`src/rtl/hdmi_pkg.sv`:
```
`default_nettype none
// ============================================================================
// Module      : hdmi_pkg
// Description : Shared constants, TMDS mode encodings and scheduler state
//               type for the HDMI data-island packet path.
// Revision    : 1.0 - initial release
// ============================================================================
package hdmi_pkg;

  // Data-island phase lengths in pixel clocks
  localparam int PREAMBLE_LEN = 8;
  localparam int GUARD_LEN    = 2;
  localparam int PACKET_LEN   = 32;
  localparam int COOLDOWN_LEN = 4;

  // TMDS channel mode encodings
  localparam logic [2:0] MODE_CONTROL      = 3'd0;
  localparam logic [2:0] MODE_ISLAND_DATA  = 3'd3;
  localparam logic [2:0] MODE_ISLAND_GUARD = 3'd4;

  // Cycles needed after the deciding cycle to open an island with one packet
  // (preamble + lead guard + packet + trail guard) and to append one more
  // packet at the end of the current one (packet + trail guard).
  localparam logic [11:0] c_island_min_budget = 12'(PREAMBLE_LEN + 2 * GUARD_LEN + PACKET_LEN);
  localparam logic [11:0] c_packet_min_budget = 12'(PACKET_LEN + GUARD_LEN);

  typedef enum logic [2:0] {
    ST_IDLE        = 3'd0,
    ST_PREAMBLE    = 3'd1,
    ST_LEAD_GUARD  = 3'd2,
    ST_PACKET      = 3'd3,
    ST_TRAIL_GUARD = 3'd4,
    ST_COOLDOWN    = 3'd5
  } sched_state_t;

endpackage
`default_nettype wire

```
`src/rtl/rr_arbiter.sv`:
```
`default_nettype none
// ============================================================================
// Module      : rr_arbiter
// Description : Combinational round-robin arbiter. The search starts at the
//               source after `pointer` and wraps modulo N; output is one-hot
//               or all-zero when nothing requests.
// Revision    : 1.0 - initial release
// ============================================================================
module rr_arbiter #(
  parameter int N     = 4,
  parameter int PTR_W = $clog2(N)
) (
  input  logic [N-1:0]     req,
  input  logic [PTR_W-1:0] pointer,
  output logic [N-1:0]     grant
);

  logic [PTR_W-1:0] w_idx;
  logic             w_found;

  // Scan sources pointer+1 .. pointer+N (mod N) and take the first requester
  always_comb begin
    grant   = '0;
    w_found = 1'b0;
    w_idx   = '0;
    for (int i = 1; i <= N; i++) begin
      w_idx = PTR_W'((int'(pointer) + i) % N);
      if (!w_found && req[w_idx]) begin
        grant[w_idx] = 1'b1;
        w_found      = 1'b1;
      end
    end
  end

endmodule
`default_nettype wire

```
`src/rtl/packet_scheduler.sv`:
```
`default_nettype none
// ============================================================================
// Module      : packet_scheduler
// Description : Schedules HDMI data islands into blanking windows. Tracks the
//               remaining window budget, sequences preamble / guard / packet /
//               cooldown phases and grants packet slots round-robin.
// Revision    : 1.0 - initial release
// ============================================================================
module packet_scheduler
  import hdmi_pkg::*;
#(
  parameter int NUM_SOURCES = 4,
  parameter int MAX_PACKETS = 18
) (
  input  logic                   clk_pixel,
  input  logic                   reset_n,
  input  logic                   blank_start,
  input  logic [11:0]            blank_length,
  input  logic [NUM_SOURCES-1:0] req,
  output logic [NUM_SOURCES-1:0] grant,
  output logic [2:0]             mode,
  output logic                   preamble,
  output logic [4:0]             packet_index,
  output logic                   busy
);

  localparam int PTR_W = $clog2(NUM_SOURCES);

  sched_state_t           r_state;
  sched_state_t           w_state_next;
  logic [2:0]             r_phase;
  logic [2:0]             w_phase_next;
  logic [11:0]            r_rem;
  logic [11:0]            w_rem_eff;
  logic [11:0]            w_rem_next;
  logic [4:0]             r_pkt_count;
  logic [PTR_W-1:0]       r_ptr;
  logic [PTR_W-1:0]       w_grant_idx;
  logic [NUM_SOURCES-1:0] w_arb_grant;
  logic                   w_more_packets;
  logic                   w_pkt_start;
  logic                   w_last_char;
  logic [2:0]             w_mode_next;
  logic [4:0]             w_index_next;
  logic [NUM_SOURCES-1:0] w_grant_next;

  rr_arbiter #(
    .N     (NUM_SOURCES),
    .PTR_W (PTR_W)
  ) u_arbiter (
    .req     (req),
    .pointer (r_ptr),
    .grant   (w_arb_grant)
  );

  // Window budget: r_rem is the number of cycles left after the current one.
  // On blank_start (honoured only in IDLE) the current-cycle value is
  // blank_length-1, so the register picks up one less on the next cycle.
  always_comb begin
    w_rem_eff = r_rem;
    if (r_state == ST_IDLE && blank_start) begin
      w_rem_eff = (blank_length == 12'd0) ? 12'd0 : blank_length - 12'd1;
    end
    w_rem_next = (w_rem_eff == 12'd0) ? 12'd0 : w_rem_eff - 12'd1;
  end

  // Encode the arbiter's one-hot grant back into a pointer value
  always_comb begin
    w_grant_idx = r_ptr;
    for (int i = 0; i < NUM_SOURCES; i++) begin
      if (w_arb_grant[i]) begin
        w_grant_idx = PTR_W'(i);
      end
    end
  end

  // State register
  always_ff @(posedge clk_pixel or negedge reset_n) begin
    if (!reset_n) begin
      r_state <= ST_IDLE;
    end else begin
      r_state <= w_state_next;
    end
  end

  // Next-state decision and next values of the registered outputs
  always_comb begin
    w_state_next   = r_state;
    w_last_char    = (packet_index == 5'(PACKET_LEN - 1));
    w_more_packets = (|req) && (r_pkt_count < 5'(MAX_PACKETS)) &&
                     (r_rem >= c_packet_min_budget);
    case (r_state)
      ST_IDLE: begin
        if ((|req) && (w_rem_eff >= c_island_min_budget)) begin
          w_state_next = ST_PREAMBLE;
        end
      end
      ST_PREAMBLE: begin
        if (r_phase == 3'(PREAMBLE_LEN - 1)) w_state_next = ST_LEAD_GUARD;
      end
      ST_LEAD_GUARD: begin
        if (r_phase == 3'(GUARD_LEN - 1)) w_state_next = ST_PACKET;
      end
      ST_PACKET: begin
        if (w_last_char) begin
          w_state_next = w_more_packets ? ST_PACKET : ST_TRAIL_GUARD;
        end
      end
      ST_TRAIL_GUARD: begin
        if (r_phase == 3'(GUARD_LEN - 1)) w_state_next = ST_COOLDOWN;
      end
      ST_COOLDOWN: begin
        if (r_phase == 3'(COOLDOWN_LEN - 1)) w_state_next = ST_IDLE;
      end
      default: w_state_next = ST_IDLE;
    endcase

    // A packet starts when entering PACKET or re-entering it after index 31
    w_pkt_start  = (w_state_next == ST_PACKET) &&
                   ((r_state != ST_PACKET) || w_last_char);
    w_phase_next = (w_state_next == r_state) ? r_phase + 3'd1 : 3'd0;
    w_index_next = (w_state_next == ST_PACKET && !w_pkt_start) ?
                   packet_index + 5'd1 : 5'd0;
    w_grant_next = w_pkt_start ? w_arb_grant : '0;

    case (w_state_next)
      ST_LEAD_GUARD, ST_TRAIL_GUARD: w_mode_next = MODE_ISLAND_GUARD;
      ST_PACKET:                     w_mode_next = MODE_ISLAND_DATA;
      default:                       w_mode_next = MODE_CONTROL;
    endcase
  end

  // Registered outputs, phase counter, budget, packet count and RR pointer
  always_ff @(posedge clk_pixel or negedge reset_n) begin
    if (!reset_n) begin
      grant        <= '0;
      mode         <= MODE_CONTROL;
      preamble     <= 1'b0;
      packet_index <= 5'd0;
      busy         <= 1'b0;
      r_phase      <= 3'd0;
      r_rem        <= 12'd0;
      r_pkt_count  <= 5'd0;
      r_ptr        <= PTR_W'(NUM_SOURCES - 1);
    end else begin
      grant        <= w_grant_next;
      mode         <= w_mode_next;
      preamble     <= (w_state_next == ST_PREAMBLE);
      packet_index <= w_index_next;
      busy         <= (w_state_next != ST_IDLE);
      r_phase      <= w_phase_next;
      r_rem        <= w_rem_next;
      if (r_state == ST_IDLE && w_state_next == ST_PREAMBLE) begin
        r_pkt_count <= 5'd0;
      end else if (w_pkt_start) begin
        r_pkt_count <= r_pkt_count + 5'd1;
      end
      // A null packet (no requester left) leaves the pointer where it was
      if (w_pkt_start && (|w_arb_grant)) begin
        r_ptr <= w_grant_idx;
      end
    end
  end

endmodule
`default_nettype wire

```
`config.mk`:
```
export PLATFORM = sky130hd
export DESIGN_NAME = packet_scheduler
export DESIGN_NICKNAME = d
export VERILOG_FILES = /design/src/rtl/hdmi_pkg.sv /design/src/rtl/rr_arbiter.sv /design/src/rtl/packet_scheduler.sv
export SDC_FILE = /design/constraint.sdc
export NUM_CORES = 1
export LEC_CHECK = 0
export ABC_AREA = 1
export BUFFER_PORTS_ARGS = -buffer_cell sky130_fd_sc_hd__buf_4
export CAP_MARGIN = 20
export CORE_ASPECT_RATIO = 1.75
export CORE_MARGIN = 1.5
export CORE_UTILIZATION = 51
export CTS_CLUSTER_DIAMETER = 50
export DETAILED_ROUTE_END_ITERATION = 8
export GPL_TIMING_DRIVEN = 0
export PLACE_DENSITY_LB_ADDON = 0.25
export SYNTH_ARGS = -nofsm -noshare
export SYNTH_HDL_FRONTEND = slang
export SYNTH_SLANG_ARGS = --single-unit
```
`constraint.sdc`:
```
create_clock -name clk_pixel -period 3.45 [get_ports clk_pixel]
set_clock_uncertainty 0.2 [all_clocks]
set_input_delay 0.69 -clock clk_pixel [delete_from_list [all_inputs] [get_ports clk_pixel]]
set_output_delay 0.69 -clock clk_pixel [all_outputs]
set_load 0.03 [all_outputs]
```
==> results.cfg <==
[power]
switching_share_pct = 46.93
power.leakage_nw = 1.707
p_clk_share_pct = 12.6
seqPwrFrac_pct = 33.0
pwr_density_cell_nw_per_um2 = 705.1
p_int_w = 0.001206
ir_drop_v = 0.0003740
switchingPower_w = 0.001066
p_comb_share_pct = 54.4
p_total_w = 0.002272

[layout]
fillers = 506
synthToLayoutAreaGrowth_pct = 14.69
final_core_util_pct = 60.83
final_cell_count_no_fill = 508
diodes = 0
fin_nets = 470
final_area_um2 = 3223
drive_gt1_share_pct = 17.05

[synth]
synth.top_cell.area_share_pct = 32.06
synth_compound_area_share_pct = 7.257
ys_warn_count = 0
synth_fa_ha_area_share_pct = 8.014
synth-simple-area-share_pct = 37.13
synthXorXnorAreaFrac_pct = 4.052
synthMuxAreaShare_pct = 0
synth_top_family_by_area = simple AND/OR/NAND/NOR gates
syn-num-nets = 431
ys_ff_latch = 38
syn_area_um2 = 2810
avgSynthCellArea_um2 = 7.132
synth_top_area_cell = dfrtp_1
ys_types = 38
ys_seq_area_share_pct = 33.93
synth.top_cells.by_area = dfrtp_1, nand2_1, inv_1
syn_inst = 394

[placed_design]
numPortBuffers = 32
placed_area_um2 = 3143
dp_hpwl_um = 4826
gp_congestion = 0.8078
dp.cells = 500

[drt]
route.detailed.drc = 0
vias_per_cell = 4.900
wirelength_um = 5880
num_vias = 2489
wire_per_inst_um = 11.57
first_pass_iters = 4
drt_iter0_markers = 47
ant_nets = 0

[critical_path]
rrSetupSlack_ns = 0.76
r2r_end = r_ptr[0]
worstRegToRegCells = 12
rr_startpoint = r_ptr[0]
crit_type = input pin to flop
worstPathRequired_ns = 3.43
critPathLaunchType = input pin
cp_max_fo = 6
worstPathArrival_ns = 2.73
end_kind = flop

[sta]
setup_violations = 0
rsz0062_at_grt = false
timing.fmax_mhz = 363.5
fin_crit_sh_pct = 79.75
finalCriticalPeriod_ns = 2.751
final_max_slew_viol_count = 0
final.setup.tns_ns = 0
worst_pin_slew_ns = 0.4761
max-slew-margin-rel_pct = 68.26
hold_viol = 0

[clock_tree]
cts_buffer_depth = 2
cts.sinks = 38
cts_buffers = 5
root_buffer = clkbuf_8
post-cts-setup-buffers = 0
postCtsHoldBufs = 0
clk_latency_ns = 0.29
htreeDepth = 2
ctsResizeCount = 0
path_clk_slew_ns = 0.07
cts_tree = done

[outcome]
status = finished clean

[grt]
grt_pass1_wl_um = 9570
antenna_found_initial = 0
grt_overflow = 0
grt.total_usage_pct = 21.00
grt_pass1_vias = 2373
grt_max_degree = 39

[floorplanning]
io_pins = 33
die_x_um = 59.12
rows = 35
initial_utilization_pct = 53.03
fp.dieH_um = 101.2
core_um2 = 5299
dieArea_um2 = 5982

[job]
cap_violations = 0

[hold_path]
hold_path.class = input pin to asynchronous set/reset pin
## placed cells by master (no fill, tap or decap), types with 2 or more instances in the layout
master	count
o21ai_0	19
nor2_1	58
xnor2_1	2
nor2_4	4
inv_2	3
buf_4	33
o22ai_1	2
nand2_1	98
clkbuf_8	5
dfstp_2	2
nand2_2	7
nand2_4	4
nor3_1	9
nand4_1	2
nand3_1	25
a21oi_1	5
inv_1	61
clkbuf_1	3
o21ai_1	6
xor2_1	11
ha_1	18
nor2_2	4
dfrtp_1	36
## worst max path at each step
stage | end | slack (ns) | start
finish | r_rem[6] | 0.70 | blank_length[0]
global route | r_rem[6] | 0.46 | blank_length[0]
CTS | r_rem[6] | 0.66 | blank_length[0]
detailed placement | r_rem[6] | 0.36 | blank_length[0]
global placement | r_rem[6] | 0.40 | blank_length[0]
floorplan | r_rem[6] | 0.80 | blank_length[0]
## cells in the mapped netlist (all sizes together)
| cell type | instances |
|---|---|
| buf | 3 |
| or2 | 1 |
| nand3b | 1 |
| dfrtp | 36 |
| ha | 18 |
| xnor2 | 2 |
| a21oi | 5 |
| o21ai | 26 |
| nor3b | 2 |
| nand3 | 26 |
| xor2 | 11 |
| dfstp | 2 |
| a31oi | 1 |
| nor3 | 11 |
| o21bai | 1 |
| nor2 | 67 |
| o22ai | 2 |
| o31ai | 1 |
| nand2 | 110 |
| nand4 | 2 |
| nor4 | 1 |
| inv | 65 |
## worst max-delay path: stages
cell	delay, ns
buf_4	0.11
inv_1	0.06
ha_1	0.21
nand2_2	0.12
nor2_4	0.16
nand2_4	0.10
nand2_8	0.10
o22ai_1	0.14
inv_1	0.11
ha_1	0.16
nand2_1	0.07
nor2_1	0.32
nand3_1	0.14
xor2_1	0.17
nor2_1	0.06
## power by group through the flow
stage	Sequential (W)	Combinational, W	Clock, W
after global routing	0.000767	0.00141	0.000313
after floorplan	0.000794	0.000879	0
after global placement	0.000745	0.00120	0
final	0.000749	0.00124	0.000287
after detailed placement	0.000753	0.00123	0
after CTS	0.000746	0.00124	0.000294
## flip-flops by register name, summed over array words and instances, names as in the netlist
register,cells
grant,4
r_pkt_count,5
r_state,3
preamble,1
r_rem,12
r_ptr,2
mode,2
packet_index,5
r_phase,3
busy,1
## layer usage
metal  share of wire (%)  GRT usage (%)
met3                 3.0          3.959
met2                  57          41.97
met1                  35          18.18
met4                 4.1          11.54
met5                   0              0
## per-stage QoR
step	hold WS, ns	worst slack, ns
finish	0.1571	0.6987
global route	0.1851	0.4619
CTS	0.1722	0.6607
detailed placement	0.2700	0.3619
global placement	0.2473	0.4028
floorplan	0.1944	0.8013
## cell type report
type                    instances  area, um^2  area share [%]
inverters                      65       246.5           7.648
multi-input cells             288        1587           49.22
plain buffers                   3       23.77          0.7376
flip-flops and latches         38       953.4           29.58
clock buffers                   8       80.08           2.484
well taps                      74       92.59           2.873
repair buffers                 32       240.2           7.453
## cell families after synthesis
kind of cell	after synthesis
buf+inv	68
fa+ha+maj	18
xor+xnor	13
flops	38
compound gates	36
simple gates	221
No activity file was read; power rests on OpenSTA's default activity.
